[config.mk]
export PLATFORM = sky130hd
export DESIGN_NAME = switch_debouncer_flat
export DESIGN_NICKNAME = d
export VERILOG_FILES = /design/src/rtl/switch_debouncer_if.sv /design/src/rtl/switch_debouncer.sv /design/src/flat_wrapper.sv
export SDC_FILE = /design/constraint.sdc
export NUM_CORES = 1
export LEC_CHECK = 0
export CAP_MARGIN = 30
export CELL_PAD_IN_SITES_DETAIL_PLACEMENT = 1
export CELL_PAD_IN_SITES_GLOBAL_PLACEMENT = 1
export CORE_UTILIZATION = 47
export CTS_CLUSTER_SIZE = 40
export DETAILED_ROUTE_END_ITERATION = 10
export PLACE_DENSITY_LB_ADDON = 0.2
export RECOVER_POWER = 100
export SYNTH_ARGS = -nofsm -noshare
export SYNTH_HDL_FRONTEND = slang
export SYNTH_SLANG_ARGS = --single-unit
[constraint.sdc]
create_clock -name CLK -period 26.2 [get_ports CLK]
set_clock_uncertainty 0.1 [all_clocks]
set_input_delay 5.24 -clock CLK [delete_from_list [all_inputs] [get_ports CLK]]
set_output_delay 5.24 -clock CLK [all_outputs]
set_load 0.05 [all_outputs]
[src/rtl/switch_debouncer_if.sv]
// Switch conditioning bundle: raw pins in, debounced levels, change strobe and IRQ handshake out.
// The debouncer side uses the slave modport; the pin/processor side uses the master modport.
interface switch_debouncer_if #(
  parameter int WIDTH = 16
);
  logic [WIDTH-1:0] SW_RAW;
  logic [WIDTH-1:0] SWITCHES;
  logic             SW_CHANGED;
  logic [WIDTH-1:0] SW_CHANGE_MASK;
  logic             SW_IRQ;
  logic             SW_IRQ_ACK;

  modport master (
    output SW_RAW,
    output SW_IRQ_ACK,
    input  SWITCHES,
    input  SW_CHANGED,
    input  SW_CHANGE_MASK,
    input  SW_IRQ
  );

  modport slave (
    input  SW_RAW,
    input  SW_IRQ_ACK,
    output SWITCHES,
    output SW_CHANGED,
    output SW_CHANGE_MASK,
    output SW_IRQ
  );
endinterface

[src/rtl/switch_debouncer.sv]
// Per-bit 2-flop sync + stability counter; a level is accepted DEBOUNCE_CYCLES+1 edges after it settles.
// No backpressure: outputs update every cycle, IRQ stays sticky until acknowledged without a new change.
module switch_debouncer #(
  parameter int WIDTH           = 16,
  parameter int DEBOUNCE_CYCLES = 500000,
  parameter int CNT_WIDTH       = 19
) (
  input logic               CLK,
  input logic               RESET,
  switch_debouncer_if.slave sw
);

  localparam logic [CNT_WIDTH-1:0] CNT_LAST = CNT_WIDTH'(DEBOUNCE_CYCLES - 1);

  typedef enum logic {
    IDLE    = 1'b0,
    PENDING = 1'b1
  } irq_state_t;

  logic [WIDTH-1:0]     sync1;
  logic [WIDTH-1:0]     sync2;
  logic [WIDTH-1:0]     switches;
  logic [WIDTH-1:0]     change_mask;
  logic [WIDTH-1:0]     accept;
  logic                 changed;
  logic [CNT_WIDTH-1:0] cnt [WIDTH];
  irq_state_t           irq_state;
  irq_state_t           irq_state_nxt;

  always_ff @(posedge CLK or posedge RESET) begin
    if (RESET) begin
      sync1 <= '0;
      sync2 <= '0;
    end else begin
      sync1 <= sw.SW_RAW;
      sync2 <= sync1;
    end
  end

  // A bit is accepted on the edge where it has already differed for DEBOUNCE_CYCLES-1 counted cycles.
  always_comb begin
    accept = '0;
    for (int i = 0; i < WIDTH; i++) begin
      accept[i] = (sync2[i] != switches[i]) && (cnt[i] == CNT_LAST);
    end
  end

  always_ff @(posedge CLK or posedge RESET) begin
    if (RESET) begin
      for (int i = 0; i < WIDTH; i++) begin
        cnt[i] <= '0;
      end
      switches    <= '0;
      change_mask <= '0;
      changed     <= 1'b0;
    end else begin
      for (int i = 0; i < WIDTH; i++) begin
        if ((sync2[i] == switches[i]) || accept[i]) begin
          cnt[i] <= '0;
        end else begin
          cnt[i] <= cnt[i] + CNT_WIDTH'(1);
        end
      end
      switches    <= switches ^ accept;
      change_mask <= accept;
      changed     <= |accept;
    end
  end

  always_ff @(posedge CLK or posedge RESET) begin
    if (RESET) begin
      irq_state <= IDLE;
    end else begin
      irq_state <= irq_state_nxt;
    end
  end

  // A change in the same cycle as the acknowledge keeps the request pending.
  always_comb begin
    irq_state_nxt = irq_state;
    case (irq_state)
      IDLE:    if (|accept) irq_state_nxt = PENDING;
      PENDING: if (sw.SW_IRQ_ACK && !(|accept)) irq_state_nxt = IDLE;
    endcase
  end

  assign sw.SWITCHES       = switches;
  assign sw.SW_CHANGE_MASK = change_mask;
  assign sw.SW_CHANGED     = changed;
  assign sw.SW_IRQ         = (irq_state == PENDING);

endmodule

[src/flat_wrapper.sv]
// flat-port wrapper written by rule: the top's interface ports become plain ports
module switch_debouncer_flat 
#(
  parameter int WIDTH           = 16,
  parameter int DEBOUNCE_CYCLES = 500000,
  parameter int CNT_WIDTH       = 19
)
  (CLK, RESET, sw_SW_RAW, sw_SW_IRQ_ACK, sw_SWITCHES, sw_SW_CHANGED, sw_SW_CHANGE_MASK, sw_SW_IRQ);
  switch_debouncer_if #(.WIDTH(WIDTH)) sw_i ();
  input logic CLK;
  input logic RESET;
  input wire logic [$bits(sw_i.SW_RAW)-1:0] sw_SW_RAW;
  input wire logic [$bits(sw_i.SW_IRQ_ACK)-1:0] sw_SW_IRQ_ACK;
  output wire logic [$bits(sw_i.SWITCHES)-1:0] sw_SWITCHES;
  output wire logic [$bits(sw_i.SW_CHANGED)-1:0] sw_SW_CHANGED;
  output wire logic [$bits(sw_i.SW_CHANGE_MASK)-1:0] sw_SW_CHANGE_MASK;
  output wire logic [$bits(sw_i.SW_IRQ)-1:0] sw_SW_IRQ;
  assign sw_i.SW_RAW = sw_SW_RAW;
  assign sw_i.SW_IRQ_ACK = sw_SW_IRQ_ACK;
  assign sw_SWITCHES = sw_i.SWITCHES;
  assign sw_SW_CHANGED = sw_i.SW_CHANGED;
  assign sw_SW_CHANGE_MASK = sw_i.SW_CHANGE_MASK;
  assign sw_SW_IRQ = sw_i.SW_IRQ;
  switch_debouncer #(.WIDTH(WIDTH), .DEBOUNCE_CYCLES(DEBOUNCE_CYCLES), .CNT_WIDTH(CNT_WIDTH)) u_core (.CLK(CLK), .RESET(RESET), .sw(sw_i));
endmodule
==> impl_metrics.toml, run 1 <==
[outcome]
status = "complete, but fails checks"
violations = "max-capacitance violations, max-slew violations"

[flow_run]
max_cap_violations = 3

[global_route]
grt_pass1_wl_um = 62240
globalRoute.totalOverflow = 0
met1_usage = 0.2823
grtUsageTotal = 0.2068
grt_pass1_vias = 12690
grtUsageMet2 = 0.3409
antenna_found_initial = 0
use_met3 = 0.03234
grt_max_degree = 170
grt-busiest-layer = "met2"

[cts]
clk-insertion-delay-late_ns = 0.56
cts.clk_slew.worst_paths_ns = 0.06
cts.sinks = 370
htree_levels = 2
cts_resized = 0
cts_hold_buf = 0
root_buffer = "clkbuf_16"
ctsLongestPathBuffers = 3
cts_buffers = 43
post_cts_buffers = 0
cts_tree = "done"

[drt]
wire_per_inst_um = 16.09
routed_wl_um = 35670
drt_iter0_markers = 430
viasPerCell = 5.356
ant_nets = 0
drt_pass1_iterations = 6
drc_errors = 0
vias = 11880

[timing]
finalCritPeriodShare = 0.5532
finalMaxSlewViolations = 349
setup_slack_ns = 11.71
finalHoldViolCount = 0
finalSetupViolations = 0
tightest_slew_ns = 8.859
slew_headroom = -4.906
final.setup.tns_ns = 0
period_minus_slack_ns = 14.49
rsz0062_at_grt = "false"
fmax_mhz = 69.00

[worst_setup_path]
path_class = "input port to asynchronous set/reset pin"
endpoint_kind = "asynchronous set/reset pin"
crit_path_max_fanout = 169
arrival_ns = 12.82
crit_required_ns = 24.53
start_kind = "input port"

[power_and_ir_drop]
clockPowerShare = 0.497
p_per_area_nw_per_um2 = 63.96
power.share.combinational = 0.028
power.internal_mw = 0.9686
p_total_mw = 1.237
p_sw_mw = 0.2686
p_leak_nw = 8.240
peakVddDrop_mv = 0.05579
p_seq_frac = 0.475
swShare = 0.2171

[place]
io_buffer_count = 52
gp_congestion = 0.8060
dpl_cell_area_um2 = 17910
dp_hpwl_um = 23410
dp_slack_ns = 18.68

[logic_synthesis]
synthArstFlopShare = 1.000
synth-xor-area-share = 0.1474
synth-seq-cells = 370
synthMuxAreaShare = 0.01064
ys_warn_count = 0
ys.flop_type = "dfrtp_1"
synth_enable_flop_cells = 0
postSynthAreaPerCell_um2 = 10.22
syn_nets = 1692
synth_compound_area_frac = 0.005098
syn_area_um2 = 16930
synthAdderAreaFrac = 0.01182
ys_types = 44
netlist_instances = 1657
synth_top_family_by_area = "simple AND/OR/NAND/NOR gates"
ys_seq_area_frac = 0.5468
yosys.area_share.simple = 0.2589

[cells_and_area]
final_cell_mix = "nor2_1 (373), dfrtp_1 (370), xnor2_1 (144)"
layout_commonest_cell = "nor2_1"
areaGrowthSynthToFinish_pct = 14.23
finalNetCount = 1756
drive_above_1_share = 0.05353
antenna_cells = 0
final_cell_area_um2 = 19340

[worst_hold_path]
hp-class = "flop to flop"

[floorplanning]
initial_core_util = 0.4772
ioPinCount = 53
core_area_um2 = 35480
die_h_um = 191.8
die_w_um = 191.8
dieArea_um2 = 36790
rows = 69
==> final cells by class <==
type                            count  area [um^2]
Sequential cell                   370         9259
Timing Repair Buffer               59        548.0
Tap cell                          461        576.8
Clock inverter                     15        186.4
Clock buffer                       65         1289
Fill cell                        3826        16140
Inverter                           37        140.1
Multi-Input combinational cell   1210         7345
==> critical path: stages <==
cell,delay (ns)
dlygate4sd3_1,0.55
clkinvlp_2,0.66
clkbuf_1,6.17
==> cell families after synthesis <==
family / after synthesis
DFF: 370
buffers and inverters: 77
and+or+nand+nor: 879
xor gates and xnor gates: 285
adders and majority gates: 16
muxes: 16
AOI/OAI and AO/OA: 14
==> state kept, by name (all words and copies together), names as in the netlist, named ones only <==
signal,count
u_core.cnt,304
u_core.sw.SW_CHANGED,1
u_core.sync2,16
u_core.sync1,16
u_core.sw.SW_IRQ,1
u_core.sw.SW_CHANGE_MASK,16
==> routing by layer <==
layer | wire length (um) | up-vias | share of wire
met2 | 17320 | 116 | 0.49
met1 | 16720 | 5966 | 0.47
met4 | 703 | 0 | 0.020
li1 | - | 5741 | -
met3 | 931 | 52 | 0.026
met5 | 0 | - | 0
==> synthesized netlist by cell type, types with 5 or more instances <==
master / count / area share
dfrtp_1: 370 / 0.55
mux2_2: 16 / 0.011
and4_1: 38 / 0.020
nor3_1: 47 / 0.014
clkbuf_1: 23 / 0.0051
nor2_1: 373 / 0.083
xnor2_1: 144 / 0.074
buf_2: 12 / 0.0035
xor2_1: 141 / 0.073
nand4_1: 76 / 0.028
and2_1: 5 / 0.0018
nand2_1: 89 / 0.020
inv_1: 37 / 0.0082
nor4_1: 21 / 0.0078
ha_1: 16 / 0.012
nand3_1: 116 / 0.034
nor4b_1: 21 / 0.011
or2_2: 14 / 0.0052
and3_1: 38 / 0.014
nor4bb_1: 11 / 0.0065
==> through the flow <==
| step | cells | utilization | hold WS (ns) |
|---|---|---|---|
| 2_1_floorplan | 1657 | - | 0.2312 |
| 3_3_place_gp | 2133 | 0.5040 | 0.2329 |
| 3_5_place_dp | 2136 | 0.5046 | 0.2356 |
| 4_1_cts | 2216 | 0.5462 | 0.2516 |
| 5_1_grt | 2217 | 0.5452 | 0.2532 |
| 6_report | 2217 | 0.5452 | 0.2488 |
==> path summary, 6_finish.rpt <==
check | start | to | slack (ns) | depth (start not counted)
setup / recovery | RESET | u_core.cnt[170] | 11.71 | 3
hold / removal | u_core.sync1[0] | u_core.sync2[0] | 0.25 | 0
setup reg to reg | u_core.cnt[209] | u_core.cnt[209] | 23.17 | 6
hold reg to reg | u_core.sync1[0] | u_core.sync2[0] | 0.25 | 0
max in group CLK | flop | sw_SWITCHES[4] | 19.02 | 1
min in group asynchronous | RESET | u_core.cnt[56] | 5.26 | 2
==> power groups by stage <==
| stage | combinational [mW] | clock (mW) | sequential, mW |
|---|---|---|---|
| global route | 0.0406 | 0.655 | 0.589 |
| floorplan | 0.0265 | 0 | 0.596 |
| finish | 0.0342 | 0.615 | 0.588 |
| CTS | 0.0375 | 0.635 | 0.588 |
| global placement | 0.0356 | 0 | 0.597 |
| detailed placement | 0.0370 | 0 | 0.598 |
Power figures use the tool's default switching activity.
==> inputs of run 2 (changes only) <==
--- a/config.mk
+++ b/config.mk
@@ -8,7 +8,7 @@
 export CAP_MARGIN = 30
 export CELL_PAD_IN_SITES_DETAIL_PLACEMENT = 1
 export CELL_PAD_IN_SITES_GLOBAL_PLACEMENT = 1
-export CORE_UTILIZATION = 47
+export CORE_UTILIZATION = 44
 export CTS_CLUSTER_SIZE = 40
 export DETAILED_ROUTE_END_ITERATION = 10
 export PLACE_DENSITY_LB_ADDON = 0.2
==> constraint.sdc (replaced) <==
create_clock -name CLK -period 11.75 [get_ports CLK]
set_clock_uncertainty 0.1 [all_clocks]
set_input_delay 2.35 -clock CLK [delete_from_list [all_inputs] [get_ports CLK]]
set_output_delay 2.35 -clock CLK [all_outputs]
set_load 0.05 [all_outputs]
==> impl_metrics.toml, run 2 (same netlist as run 1, synthesis figures left out) <==
[cts]
post_cts_buffers = 0
htree_levels = 2
cts_tree = "done"
clk-insertion-delay-late_ns = 0.55
root_buffer = "clkbuf_16"
cts.sinks = 370
cts.clk_slew.worst_paths_ns = 0.06
cts_resized = 0
cts_buffers = 42
cts_hold_buf = 0
ctsLongestPathBuffers = 3

[power_and_ir_drop]
power.internal_mw = 2.197
p_seq_frac = 0.470
p_sw_mw = 0.5928
p_total_mw = 2.790
clockPowerShare = 0.502
peakVddDrop_mv = 0.09294
p_per_area_nw_per_um2 = 143.4
power.share.combinational = 0.028
swShare = 0.2125
p_leak_nw = 8.255

[drt]
drc_errors = 0
drt_iter0_markers = 536
viasPerCell = 5.313
ant_nets = 0
routed_wl_um = 36140
vias = 12020
drt_pass1_iterations = 4
wire_per_inst_um = 15.98

[worst_setup_path]
crit_required_ns = 11.54
path_class = "input port to asynchronous set/reset pin"
arrival_ns = 6.29
crit_path_max_fanout = 62
start_kind = "input port"
max_stage_delay_ns = 2.43
cp_top_family = "buffers and inverters"
endpoint_kind = "asynchronous set/reset pin"
path_cells = "dlygate4sd3_1 -> clkinvlp_2 -> clkbuf_1"
regToRegEndpoint = "u_core.cnt[163]"
r2r_start = "u_core.cnt[159]"
slowest_stage = "clkbuf_1"
rr_worst_depth = 5
reg2reg_slack_ns = 8.85
timing.critical_path.buf_inv = 3

[place]
io_buffer_count = 52
dp_hpwl_um = 23880
gp_congestion = 0.7741

[cells_and_area]
areaGrowthSynthToFinish_pct = 14.87
layout_commonest_cell = "nor2_1"
final_cell_mix = "nor2_1 (373), dfrtp_1 (370), xnor2_1 (144)"
largest_reg_flops = 304
drive_above_1_share = 0.05311
antenna_cells = 0
regMostFlops = "u_core.cnt"
finalNetCount = 1756

[worst_hold_path]
hold_depth = 0
hp-start = "u_core.sync1[5]"
whs_endpoint = "u_core.sync2[5]"
hp-class = "flop to flop"

[timing]
slew_headroom = -1.249
finalMaxSlewViolations = 96
finalSetupViolations = 0
rsz0062_at_grt = "false"
finalCritPeriodShare = 0.5526
final.setup.tns_ns = 0
period_minus_slack_ns = 6.493
tightest_slew_ns = 3.373
hold_slack_ns = 0.2450
fmax_mhz = 154.0
finalHoldViolCount = 0

[floorplanning]
ioPinCount = 53
dieArea_um2 = 39270
rows = 71
die_w_um = 198.2
initial_core_util = 0.4485
core_area_um2 = 37760
die_h_um = 198.2

[global_route]
antenna_found_initial = 1
grt_pass1_wl_um = 62920
globalRoute.totalOverflow = 0
grtUsageTotal = 0.1961
grt_pass1_vias = 12760
grt_max_degree = 142

[outcome]
status = "complete, but fails checks"
violations = "max-capacitance violations, max-slew violations"

[flow_run]
max_cap_violations = 2
run 2: cell count changes in the layout (fill, tap and decap cells not counted), moves of 2 or more:
cell / before / now
clkbuf_1: 15 / 11
clkbuf_8: 13 / 9
inv_6: 3 / 0
buf_4: 0 / 2
bufinv_16: 4 / 6
clkbuf_16: 43 / 45
run 2: layout make-up:
type | instances | area (um^2)
inverter | 37 | 140.1
clock inverter | 14 | 222.7
timing repair buffer | 60 | 574.3
sequential | 370 | 9259
clock buffer | 60 | 1272
multi-input combinational | 1210 | 7345
tap | 511 | 639.4
fill | 4205 | 18300
run 2: how the worst max path moves through the flow:
stage / from / cells after the start / endpoint
after floorplan: RESET / 1 / asynchronous set/reset pin
after global placement: RESET / 4 / u_core.cnt[149]
after detailed placement: RESET / 4 / u_core.cnt[77]
after CTS: RESET / 4 / u_core.cnt[90]
after global routing: RESET / 3 / asynchronous set/reset pin
final: RESET / 3 / u_core.sync2[1]
run 2: power groups by stage:
stage / combinational, mW / clock, mW / sequential (mW)
2_1_floorplan: 0.0593 / 0 / 1.33
3_3_place_gp: 0.0801 / 0 / 1.33
3_5_place_dp: 0.0830 / 0 / 1.33
4_1_cts: 0.0841 / 1.45 / 1.31
5_1_grt: 0.0916 / 1.49 / 1.31
6_report: 0.0777 / 1.40 / 1.31
run 2: per-stage QoR:
step / instances / setup slack (ns) / instance area (um^2) / util
5_1_grt: 2262 / 4.421 / 19450 / 0.5152
6_report: 2262 / 5.257 / 19450 / 0.5152
3_3_place_gp: 2188 / 6.631 / 17980 / 0.4763
3_5_place_dp: 2188 / 6.590 / 17980 / 0.4763
2_1_floorplan: 1657 / 4.334 / 16940 / -
4_1_cts: 2262 / 7.179 / 19480 / 0.5159
run 2: layer usage:
| metal | part of all wire | wire length (um) | track usage |
|---|---|---|---|
| met1 | 0.47 | 16810 | 0.2627 |
| met5 | 0 | 0 | 0 |
| met2 | 0.48 | 17530 | 0.3297 |
| met3 | 0.031 | 1135 | 0.02776 |
| met4 | 0.018 | 665 | 0.05828 |
==> inputs of run 3 (changes only) <==
--- a/config.mk
+++ b/config.mk
@@ -8,7 +8,7 @@
 export CAP_MARGIN = 30
 export CELL_PAD_IN_SITES_DETAIL_PLACEMENT = 1
 export CELL_PAD_IN_SITES_GLOBAL_PLACEMENT = 1
-export CORE_UTILIZATION = 44
+export CORE_UTILIZATION = 47
 export CTS_CLUSTER_SIZE = 40
 export DETAILED_ROUTE_END_ITERATION = 10
 export PLACE_DENSITY_LB_ADDON = 0.2
==> constraint.sdc (replaced) <==
create_clock -name CLK -period 6.25 [get_ports CLK]
set_clock_uncertainty 0.1 [all_clocks]
set_input_delay 1.25 -clock CLK [delete_from_list [all_inputs] [get_ports CLK]]
set_output_delay 1.25 -clock CLK [all_outputs]
set_load 0.05 [all_outputs]
==> impl_metrics.toml, run 3 (same netlist as run 1, synthesis figures left out) <==
[floorplanning]
rows = 69
ioPinCount = 53
die_w_um = 191.8
dieArea_um2 = 36790
initial_core_util = 0.4772
die_h_um = 191.8
core_area_um2 = 35480

[cts]
htree_levels = 2
cts_tree = "done"
cts_buffers = 42
root_buffer = "clkbuf_16"
cts_resized = 0
clk-insertion-delay-late_ns = 0.56
post_cts_buffers = 0
cts_hold_buf = 0
cts.clk_slew.worst_paths_ns = 0.06
ctsLongestPathBuffers = 3
cts.sinks = 370

[global_route]
grt_pass1_vias = 12640
antenna_found_initial = 0
grt_max_degree = 163
globalRoute.totalOverflow = 0
grtUsageTotal = 0.2044
grt_pass1_wl_um = 61520

[drt]
vias = 11930
dr_wl_met2_um = 17080
drt_pass1_iterations = 4
drc_errors = 0
viasPerCell = 5.389
wl_met1_um = 16810
wl_met3_um = 973
top_layer = "met4"
drt_iter0_markers = 490
wire_per_inst_um = 16.08
ant_nets = 0
routed_wl_um = 35610

[cells_and_area]
finalNetCount = 1756
largest_reg_flops = 304
instances_no_fill = 2214
finalCoreUtilization = 0.5476
final_cell_area_um2 = 19430
final_cell_mix = "nor2_1 (373), dfrtp_1 (370), xnor2_1 (144)"
layout_commonest_cell = "nor2_1"
antenna_cells = 0
areaGrowthSynthToFinish_pct = 14.74
regMostFlops = "u_core.cnt"
drive_above_1_share = 0.05590

[worst_setup_path]
crit_path_max_fanout = 4
path_cells = "dlygate4sd3_1"
timing.critical_path.buf_inv = 1
path_class = "flop to output port"
start_kind = "flop"
arrival_ns = 1.85
cp_top_family = "buffers and inverters"
slowest_stage = "dlygate4sd3_1"
crit_required_ns = 4.90
endpoint_kind = "output port"
max_stage_delay_ns = 0.89

[place]
dpl_cell_area_um2 = 17950
dp_slack_ns = 3.542
placed_cells = 2138
gp_congestion = 0.7689
dp_hpwl_um = 23760
io_buffer_count = 52

[timing]
finalMaxSlewViolations = 0
finalHoldViolCount = 0
fmax_mhz = 312.8
rsz0062_at_grt = "false"
period_minus_slack_ns = 3.197
setup_slack_ns = 3.053
finalCritPeriodShare = 0.5116
slew_headroom = 0.2445
tightest_slew_ns = 1.133
finalSetupViolations = 0

[power_and_ir_drop]
p_leak_nw = 8.274
p_per_area_nw_per_um2 = 270.7
peakVddDrop_mv = 0.1932

[outcome]
status = "complete, no violations"

[flow_run]
max_cap_violations = 0

[worst_hold_path]
hp-class = "flop to flop"
[run 3: cell count changes in the layout (fill, tap and decap cells not counted), sizes merged]
cell      change
clkbuf        -6
buf           +1
clkinv        +2
clkinvlp      +1
bufinv        +1
inv           +3
[run 3: layout make-up]
type / count / area [um^2]
inverters: 37 / 140.1
flip-flops and latches: 370 / 9259
well taps: 461 / 576.8
fillers: 3890 / 16050
repair buffers: 60 / 608.1
multi-input cells: 1210 / 7345
clock inverters: 21 / 300.3
clock buffers: 55 / 1201
[run 3: power by group]
group / total [mW] / internal, mW / switching [mW]
Clock: 2.65 / 1.65 / 0.999
Sequential: 2.46 / 2.43 / 0.0311
Combinational: 0.151 / 0.0424 / 0.108
Total: 5.26 / 4.12 / 1.14
[run 3: metal layers]
metal	track usage	up-vias
li1	-	5745
met1	0.2797	6016
met2	0.3348	118
met3	0.03015	53
met4	0.06349	0
met5	0	-
[run 3: final timing paths]
path,from,to,slack (ns),cells after the start
worst max-delay path,flop,sw_SWITCHES[4],3.05,1
worst max register to register,u_core.cnt[209],u_core.cnt[224],3.34,6
worst min register to register,u_core.sync1[5],u_core.sync2[5],0.25,0
min in group asynchronous,RESET,asynchronous set/reset pin,1.34,3
max in group asynchronous,RESET,u_core.cnt[237],3.90,4
worst min-delay path,u_core.sync1[5],u_core.sync2[5],0.25,0
[run 3: through the flow]
step / power (mW) / setup TNS [ns] / hold WS [ns]
3_5_place_dp: 2.667 / 0 / 0.2363
5_1_grt: 5.438 / 0 / 0.2515
4_1_cts: 5.345 / 0 / 0.2504
6_report: 5.259 / 0 / 0.2468
2_1_floorplan: 2.611 / -24.48 / 0.2312
3_3_place_gp: 2.653 / 0 / 0.2322
